<file path="src/rtl/softreg_cfg_responder_pkg.sv">
// Register map, run-state encodings and STATUS layout shared by the SoftReg responder.
// STATUS packs {err, state} into the low bits of a 64-bit word.
package softreg_cfg_responder_pkg;

  localparam logic [31:0] ADDR_N_VERT           = 32'h00;
  localparam logic [31:0] ADDR_N_INEDGES        = 32'h08;
  localparam logic [31:0] ADDR_VADDR            = 32'h10;
  localparam logic [31:0] ADDR_IEADDR           = 32'h18;
  localparam logic [31:0] ADDR_WRITE_ADDR0      = 32'h20;
  localparam logic [31:0] ADDR_WRITE_ADDR1      = 32'h28;
  localparam logic [31:0] ADDR_N_ROUNDS         = 32'h30;
  localparam logic [31:0] ADDR_DONE_READ_PARAMS = 32'h38;
  localparam logic [31:0] ADDR_DONE_ALL         = 32'h40;
  localparam logic [31:0] ADDR_STATUS           = 32'h48;

  localparam logic [1:0] ST_IDLE = 2'd0;
  localparam logic [1:0] ST_RUN  = 2'd1;
  localparam logic [1:0] ST_DONE = 2'd2;

  localparam int STATUS_ST_LSB  = 0;
  localparam int STATUS_ST_MSB  = 1;
  localparam int STATUS_ERR_BIT = 2;

  function automatic logic [63:0] status_word(input logic err, input logic [1:0] st);
    logic [63:0] w;
    w = '0;
    w[STATUS_ST_MSB:STATUS_ST_LSB] = st;
    w[STATUS_ERR_BIT] = err;
    return w;
  endfunction

endpackage

</file>
<file path="src/rtl/softreg_cfg_responder.sv">
// SoftReg responder: decodes host writes into PageRank config, launches the core, answers reads.
// Reads answer at latency 1 except DONE_ALL in RUN, which waits for core_done; no backpressure.
module softreg_cfg_responder
  import softreg_cfg_responder_pkg::*;
#(
  parameter int ADDR_W = 32,
  parameter int DATA_W = 64
) (
  input  logic              clk,
  input  logic              rst,
  input  logic              softreg_req_valid,
  input  logic              softreg_req_isWrite,
  input  logic [ADDR_W-1:0] softreg_req_addr,
  input  logic [DATA_W-1:0] softreg_req_data,
  output logic              softreg_resp_valid,
  output logic [DATA_W-1:0] softreg_resp_data,
  output logic [31:0]       n_vert,
  output logic [31:0]       n_inedges,
  output logic [63:0]       vaddr,
  output logic [63:0]       ieaddr,
  output logic [63:0]       write_addr0,
  output logic [63:0]       write_addr1,
  output logic [15:0]       n_rounds,
  output logic              start,
  output logic              busy,
  input  logic              core_done,
  input  logic [63:0]       core_result,
  output logic              err
);

  logic [1:0]  state;
  logic        pend;
  logic        is_wr;
  logic        is_rd;
  logic        cfg_open;
  logic        hit_cfg;
  logic        hit_drp;
  logic        hit_done_all;
  logic [63:0] rd_dat;

  assign is_wr        = softreg_req_valid & softreg_req_isWrite;
  assign is_rd        = softreg_req_valid & ~softreg_req_isWrite;
  assign cfg_open     = (state != ST_RUN);
  assign busy         = (state == ST_RUN);
  assign hit_drp      = (softreg_req_addr == ADDR_W'(ADDR_DONE_READ_PARAMS));
  assign hit_done_all = (softreg_req_addr == ADDR_W'(ADDR_DONE_ALL));
  assign hit_cfg      = (softreg_req_addr == ADDR_W'(ADDR_N_VERT))      ||
                        (softreg_req_addr == ADDR_W'(ADDR_N_INEDGES))   ||
                        (softreg_req_addr == ADDR_W'(ADDR_VADDR))       ||
                        (softreg_req_addr == ADDR_W'(ADDR_IEADDR))      ||
                        (softreg_req_addr == ADDR_W'(ADDR_WRITE_ADDR0)) ||
                        (softreg_req_addr == ADDR_W'(ADDR_WRITE_ADDR1)) ||
                        (softreg_req_addr == ADDR_W'(ADDR_N_ROUNDS));

  // Immediate read data; DONE_ALL while in RUN is diverted to the pending path instead.
  always_comb begin
    rd_dat = '0;
    case (softreg_req_addr)
      ADDR_W'(ADDR_N_VERT):      rd_dat = {32'b0, n_vert};
      ADDR_W'(ADDR_N_INEDGES):   rd_dat = {32'b0, n_inedges};
      ADDR_W'(ADDR_VADDR):       rd_dat = vaddr;
      ADDR_W'(ADDR_IEADDR):      rd_dat = ieaddr;
      ADDR_W'(ADDR_WRITE_ADDR0): rd_dat = write_addr0;
      ADDR_W'(ADDR_WRITE_ADDR1): rd_dat = write_addr1;
      ADDR_W'(ADDR_N_ROUNDS):    rd_dat = {48'b0, n_rounds};
      ADDR_W'(ADDR_DONE_ALL):    rd_dat = (state == ST_DONE) ? core_result : 64'b0;
      ADDR_W'(ADDR_STATUS):      rd_dat = status_word(err, state);
      default:                   rd_dat = '0;
    endcase
  end

  always_ff @(posedge clk or negedge rst) begin
    if (!rst) begin
      state              <= ST_IDLE;
      pend               <= 1'b0;
      start              <= 1'b0;
      err                <= 1'b0;
      softreg_resp_valid <= 1'b0;
      softreg_resp_data  <= '0;
      n_vert             <= '0;
      n_inedges          <= '0;
      vaddr              <= '0;
      ieaddr             <= '0;
      write_addr0        <= '0;
      write_addr1        <= '0;
      n_rounds           <= '0;
    end else begin
      start              <= 1'b0;
      softreg_resp_valid <= 1'b0;

      if (state == ST_RUN && core_done) state <= ST_DONE;

      if (pend && core_done) begin
        pend               <= 1'b0;
        softreg_resp_valid <= 1'b1;
        softreg_resp_data  <= DATA_W'(core_result);
      end

      if (is_wr && (hit_cfg || hit_drp) && !cfg_open) err <= 1'b1;

      if (is_wr && cfg_open) begin
        case (softreg_req_addr)
          ADDR_W'(ADDR_N_VERT):      n_vert      <= softreg_req_data[31:0];
          ADDR_W'(ADDR_N_INEDGES):   n_inedges   <= softreg_req_data[31:0];
          ADDR_W'(ADDR_VADDR):       vaddr       <= softreg_req_data[63:0];
          ADDR_W'(ADDR_IEADDR):      ieaddr      <= softreg_req_data[63:0];
          ADDR_W'(ADDR_WRITE_ADDR0): write_addr0 <= softreg_req_data[63:0];
          ADDR_W'(ADDR_WRITE_ADDR1): write_addr1 <= softreg_req_data[63:0];
          ADDR_W'(ADDR_N_ROUNDS):    n_rounds    <= softreg_req_data[15:0];
          ADDR_W'(ADDR_DONE_READ_PARAMS): begin
            start <= 1'b1;
            state <= (n_rounds == 16'd0) ? ST_DONE : ST_RUN;
          end
          default: ;
        endcase
      end

      if (is_rd) begin
        if (pend) begin
          err <= 1'b1;
        end else if (hit_done_all && state == ST_RUN) begin
          // core_done already high counts as seen this cycle: answer at latency 1.
          if (core_done) begin
            softreg_resp_valid <= 1'b1;
            softreg_resp_data  <= DATA_W'(core_result);
          end else begin
            pend <= 1'b1;
          end
        end else begin
          softreg_resp_valid <= 1'b1;
          softreg_resp_data  <= DATA_W'(rd_dat);
        end
      end
    end
  end

endmodule

</file>
<file path="config.mk">
export PLATFORM = sky130hd
export DESIGN_NAME = softreg_cfg_responder
export DESIGN_NICKNAME = d
export VERILOG_FILES = /design/src/rtl/softreg_cfg_responder_pkg.sv /design/src/rtl/softreg_cfg_responder.sv
export SDC_FILE = /design/constraint.sdc
export NUM_CORES = 1
export LEC_CHECK = 0
export ABC_CLOCK_PERIOD_IN_PS = 2050
export BUFFER_PORTS_ARGS = -buffer_cell sky130_fd_sc_hd__buf_2
export CAP_MARGIN = 20
export CORE_AREA = 2 2 224 226
export DETAILED_ROUTE_END_ITERATION = 16
export DIE_AREA = 0 0 226 228
export GPL_ROUTABILITY_DRIVEN = 0
export MAX_ROUTING_LAYER = met4
export PLACE_DENSITY = 0.66
export SETUP_SLACK_MARGIN = 0.5
export SYNTH_ARGS = -nofsm -noshare
export SYNTH_HDL_FRONTEND = slang
export SYNTH_SLANG_ARGS = --single-unit
</file>
<file path="constraint.sdc">
create_clock -name clk -period 2.05 [get_ports clk]
set_clock_uncertainty 0.15 [all_clocks]
set_input_delay 0.1025 -clock clk [delete_from_list [all_inputs] [get_ports clk]]
set_output_delay 0.1025 -clock clk [all_outputs]
set_load 0.1 [all_outputs]
</file>
; After elaboration in Yosys (flattened, before gate mapping)
; Cells that the tools add are included.
[op_classes]
n_eq_ne = 12
n_mux = 26
n_reduce_logical = 23
bitwise = 3
[op_table]
columns = cell, n
row1 = one-hot mux 64 bit (9 select lines), 1
row2 = two-way mux 64 bit, 6
row3 = "== test 32 x 6 -> 1 bit, second input constant", 4
row4 = "== test 32 x 5 -> 1 bit, second input constant", 2
row5 = "== test 32 x 7 -> 1 bit, second input constant", 2
row6 = "== test 32 x 4 -> 1 bit, second input constant", 1
row7 = zero test 32 bit, 1
row8 = zero test 16 bit, 1
row9 = two-way mux 1 bit, 15
row10 = AND reduction 2 bit, 7
row11 = two-way mux 2 bit, 4
row12 = logical OR 1 bit, 7
row13 = logical AND 1 bit, 6
row14 = bitwise AND 1 bit, 2
row15 = "== test 2 x 1 -> 1 bit, second input constant", 1
row16 = "== test 2 bit, second input constant", 1
row17 = "!= test 2 x 1 -> 1 bit, second input constant", 1
row18 = zero test 1 bit, 1
row19 = inverter 1 bit, 1
[word_totals]
output_inout_bits = 404
ff_bits = 406
input_bits = 165
wordCells = 77

; Logic depth before layout (Yosys ltp)
[depth]
ltp_word = 13
depth_mapped = 10
mapped_depth_nobuf = 6

; Worst setup path after synthesis
; No wires, ideal clock.
[synth_path]
kind = input port to flip-flop
startpoint = input softreg_req_addr[3]
endpoint = register vaddr[3]
arrival_time_ps = 2273
required_ps = 1772
n_path_buf = 5
cell_stages = 10
setup_slack_ps = -502
setup_ps = 128
path_cell_list = buf_6 > or4_1 > buf_2 > nor4_4 > and2_1 > buf_4 > and2_1 > buf_4 > buf_6 > mux2_1
[synth_between]
elab_chain_cells = 2
[synth_lines]
columns = element, line
row1 = "start, declared", softreg_cfg_responder.sv:13  ; input logic [ADDR_W-1:0] softreg_req_addr,
row2 = == test 32 x 5 -> 1 bit, softreg_cfg_responder.sv:102  ; case (softreg_req_addr)
row3 = AND reduction 2 bit (no line), -
row4 = "end signal, assigned", softreg_cfg_responder.sv:105  ; ADDR_W'(ADDR_VADDR): vaddr <= softreg_req_data[63:0];
row5 = "end, declared", softreg_cfg_responder.sv:19  ; output logic [63:0] vaddr,
; No other way between the ends.
; A chain may end at the register's enable or synchronous reset.

; Worst setup path in the final report
[layout_path]
startpoint = register pend
endpoint = register softreg_resp_data[39]
[layout_between]
elab_chain_cells = 6
[layout_lines]
columns = element, line
row1 = "start, declared", softreg_cfg_responder.sv:32  ; logic pend;
row2 = "start signal, assigned", softreg_cfg_responder.sv:75  ; pend <= 1'b0;
row3 = "start signal, assigned", softreg_cfg_responder.sv:94  ; pend <= 1'b0;
row4 = "start signal, assigned", softreg_cfg_responder.sv:127  ; pend <= 1'b1;
row5 = logical AND 1 bit, softreg_cfg_responder.sv:93  ; if (pend && core_done) begin
row6 = two-way mux 64 bit, softreg_cfg_responder.sv:93
row7 = two-way mux 64 bit, softreg_cfg_responder.sv:123  ; if (core_done) begin
row8 = two-way mux 64 bit, softreg_cfg_responder.sv:121  ; end else if (hit_done_all && state == ST_RUN) begin
row9 = two-way mux 64 bit, softreg_cfg_responder.sv:119  ; if (pend) begin
row10 = two-way mux 64 bit (*), softreg_cfg_responder.sv:118  ; if (is_rd) begin
row11 = "end signal, assigned", softreg_cfg_responder.sv:96  ; softreg_resp_data <= DATA_W'(core_result);
row12 = "end signal, assigned", softreg_cfg_responder.sv:125  ; softreg_resp_data <= DATA_W'(core_result);
row13 = "end signal, assigned", softreg_cfg_responder.sv:131  ; softreg_resp_data <= DATA_W'(rd_dat);
row14 = "end, declared", softreg_cfg_responder.sv:16  ; output logic [DATA_W-1:0] softreg_resp_data,
; Mark *: on every way between the ends. The rest lies on a longest branch, timed or not.

==> results.md <==
- Layout Nets: about 2,700
- Htree depth: 2
- Max-cap violations: 0
- Placed wire-length estimate: between 50,000 and 60,000 µm
- Clock tree sinks: roughly 410
- Reg2Reg Depth: 5
- Critical path startpoint: pend
- Clk pwr share: 0.444
- Failing checks: hold timing, setup timing
- Hold Vio Cnt, Final: 31
- Avg Cell Area, Syn: between 10 and 15 µm²
- Grt ovf: 0
- RSZ-0062 raised after global routing: true
- Vias: approximately 20,000
- Critical path's slowest cell: or3b_4
- Leakage power: approximately 16 nW
- Setup slack after layout: -111.9 ps
- Worst hold margin: -27.17 ps
- Final antenna-violating net count: 0
- Clock root buffer master: clkbuf_16
- Vias per cell: 6.152
- Relative slew slack: 0.5677
- Combinational share of power: 0.142
- Top Ports: ~570
- 1st-iter DRT viols: 2,031
- Cell Area, Synth: approximately 19,000 µm²
- Drt drc: 0
- Post-Synthesis Cells: about 1,600
- Mapped Nets: ~1,800
- Clock transition at path regs: approximately 60 ps
- Total power: 20.13 mW
- Sw Pwr: around 5.8 mW
- Synth cell types: 61
- Largest delay share family, worst path: compound AO/OA/AOI/OAI gates
- Power Density: around 630 nW/µm²
- Starting Density: 0.3931
- Number of synthesized flops with an enable pin: 0
- Max VDD drop: roughly 0.00080 V
- Finished Cell Area: between 30,000 and 40,000 µm²
- Global-route wire length before repair: roughly 130,000 µm
- Synth warn: 0
- Period utilisation layout: 1.055
- IO buf count: between 500 and 600
- Full die area: roughly 52,000 µm²
- Worst setup SP type: flop
- Total track usage: 0.3339
- Sequential share of power: 0.414
- Required time worst endpoint: approximately 2400 ps
- Initial antenna violation count: 2
- WL/cell: between 30 and 40 µm
- Area Overhead vs Synth: 64.36%
- Flop2flop setup slack: -110 ps
- Critical path type: flop to flop
- Number of synthesized register bits: 406
- Internal power: 14.33 mW
- Vias in the first global route: between 15,000 and 20,000
- Final setup fails: 215
- Final min period: between 2000 and 2500 ps
- Share of layout cells above drive strength 1: 0.5846
- Crit path largest cell delay: approximately 480 ps
- Worst-margin pin slew: 648.5 ps
- Slew Viols, Final: 0
- Reg-to-reg endpoint: softreg_resp_data[39]
- Predominant post-synthesis flop cell: dfrtp_1
- Clock latency on the worst-skew pair: just under 600 ps
- Top cells by area, synth: dfrtp_1 52%, mux2_2 11%, mux2_1 9.1%, nand3_1 4.5%, nand4_1 1.9%
- Critical path peak fanout: 20
- Share of flip-flops with an asynchronous set or reset: 1.000
- Total clock buffers created by CTS: 47
- Setup TNS Final: -6305 ps
- Achievable Freq: 0.4626 GHz
- Reg-to-Reg Start: pend
- Crit path capture: softreg_resp_data[39]
- Largest net degree at the start of global routing: between 60 and 70
- Hold Path Class: primary input to asynchronous set/reset pin
- TritonCTS clock tree: yes
- Sequential fraction of the synthesis area: 0.5237
- Crit end category: flop
- # rows: 82
- Cell count along the critical path: 5
- Worst path bufs/invs: 2
- Yosys top cell by area: dfrtp_1
- CP arrival: 2470 ps
- Placed inst area: 24,730 µm²
- Die X: between 200 and 250 µm
- Core footprint: slightly below 50,000 µm²
- Max Root-Sink Buffers: 3
- Synth top area share: 0.5237
- DR pass1 iterations: 6
- Hold-fix buffer count after cts: between 100 and 150
- Die Y: 228 µm
- WL final: ~97,000 µm
- Switching share of total power: 0.2881
- Outcome: finished with violations
- Crit path cell chain: or3b_4, buf_16, buf_4, o31ai_2, a221oi_2
power groups by stage:
| stage | logic [mW] | registers, mW | clock network, mW |
|---|---|---|---|
| final | 2.86 | 8.34 | 8.94 |
| after CTS | 2.63 | 8.31 | 8.98 |
| after global placement | 2.33 | 8.44 | 0 |
| after floorplan | 0.375 | 9.53 | 0 |
| after detailed placement | 2.36 | 8.45 | 0 |
| after global routing | 2.96 | 8.35 | 9.29 |
what timing repair did:
item,in CTS,in global routing
pin swaps,28,100
endpoints found under the hold margin,812,28
cloned,6,39
endpoints found under the setup margin,810,810
resized for setup,142,556
buffers inserted,10,32
through the flow:
| step | util | cells | worst slack (ps) | hold slack [ps] |
|---|---|---|---|---|
| floorplan | - | 1625 | -448.0 | -343.1 |
| global placement | 0.5010 | 2916 | -774.9 | -20.46 |
| detailed placement | 0.5010 | 2916 | -814.4 | -13.45 |
| CTS | 0.5782 | 3148 | -41.43 | -54.74 |
| global route | 0.6461 | 3220 | -145.4 | -7.873 |
| finish | 0.6461 | 3220 | -111.9 | -27.17 |
worst register-to-register path, delay by kind of cell, from the launching register on:
kind	cells	cell delay, ps
buffers and inverters	2	500
AND/OR/NAND/NOR	1	480
flip-flops	1	400
AO/OA/AOI/OAI	2	490
registers in the layout, summed over array words and instances (netlist names):
name                count
n_rounds               16
start                   1
write_addr1            64
pend                    1
err                     1
ieaddr                 64
state                   2
vaddr                  64
softreg_resp_data      64
write_addr0            64
n_inedges              32
n_vert                 32
softreg_resp_valid      1
per-layer routing:
metal  vias up  wire length (µm)  GRT usage
met1     10030             35780     0.4017
met5         -                 0          -
met3       388              9894    0.07844
li1       7972                 -          -
met2      1420             45730     0.5307
met4         0              5582     0.1538
cell usage in the layout, fill, tap and decap left out, drive strengths merged, types with 6 or more instances in the layout:
cell,count
a22oi,47
o21ai,30
nand2b,14
dlygate4sd3,132
and3,6
clkbuf,95
o22ai,17
a22o,8
a222oi,6
dfrtp,406
mux2,337
inv,41
buf,808
o211ai,7
a2111oi,9
a41oi,14
nor2,32
nand3,174
o221a,15
nor4,18
a221oi,21
a31oi,8
nor3,22
clkinv,12
o31ai,18
nand4,60
o2bb2ai,8
nand2,37
and2,31
o32ai,20
a21oi,42
mux2i,8
Yosys cell counts (all sizes together) (3+ instances only):
cell type,number
a211oi,3
a41oi,14
nor2,32
a22oi,47
a31oi,8
inv,39
mux2i,8
o22ai,17
and3,6
nand3,174
buf,62
dfrtp,406
a32oi,3
clkbuf,72
o31ai,18
o211ai,7
a21oi,42
or4,4
nand2b,14
nor4,18
o221a,15
nand2,37
o2bb2ai,8
nor4b,3
and2,31
nand4,60
o32ai,20
a22o,8
a222oi,6
nor3,22
o21ai,30
a2111oi,9
a221oi,21
mux2,337
or4b,3
cell type report:
class	instances	area, µm²
inverters	39	151.4
clock buffers	63	1378
repair buffers	972	8229
fillers	3526	17460
diodes	1	2.502
multi-input cells	1046	10850
flip-flops and latches	406	10180
well taps	672	840.8
clock inverters	21	257.7
how the worst min path moves through the flow:
| stage | endpoint | slack [ps] | cells after the start |
|---|---|---|---|
| 2_1_floorplan | err | -340 | 0 |
| 3_3_place_gp | n_vert[1] | -20 | 1 |
| 3_5_place_dp | n_vert[1] | -10 | 1 |
| 4_1_cts | ieaddr[5] | -50 | 2 |
| 5_1_grt | ieaddr[5] | -8 | 2 |
| 6_report | ieaddr[5] | -30 | 2 |
logic make-up (layout without fill, tap and decap cells):
kind of cell | Yosys count | in the layout | share of synthesized area
multiplexers | 345 | 345 | 0.1997
other | 0 | 1 | 0
flip-flops | 406 | 406 | 0.5237
AND/OR/NAND/NOR | 415 | 415 | 0.1200
AO/OA/AOI/OAI | 286 | 286 | 0.1093
buffers and inverters | 173 | 1095 | 0.04721
Power figures use the tool's default switching activity.
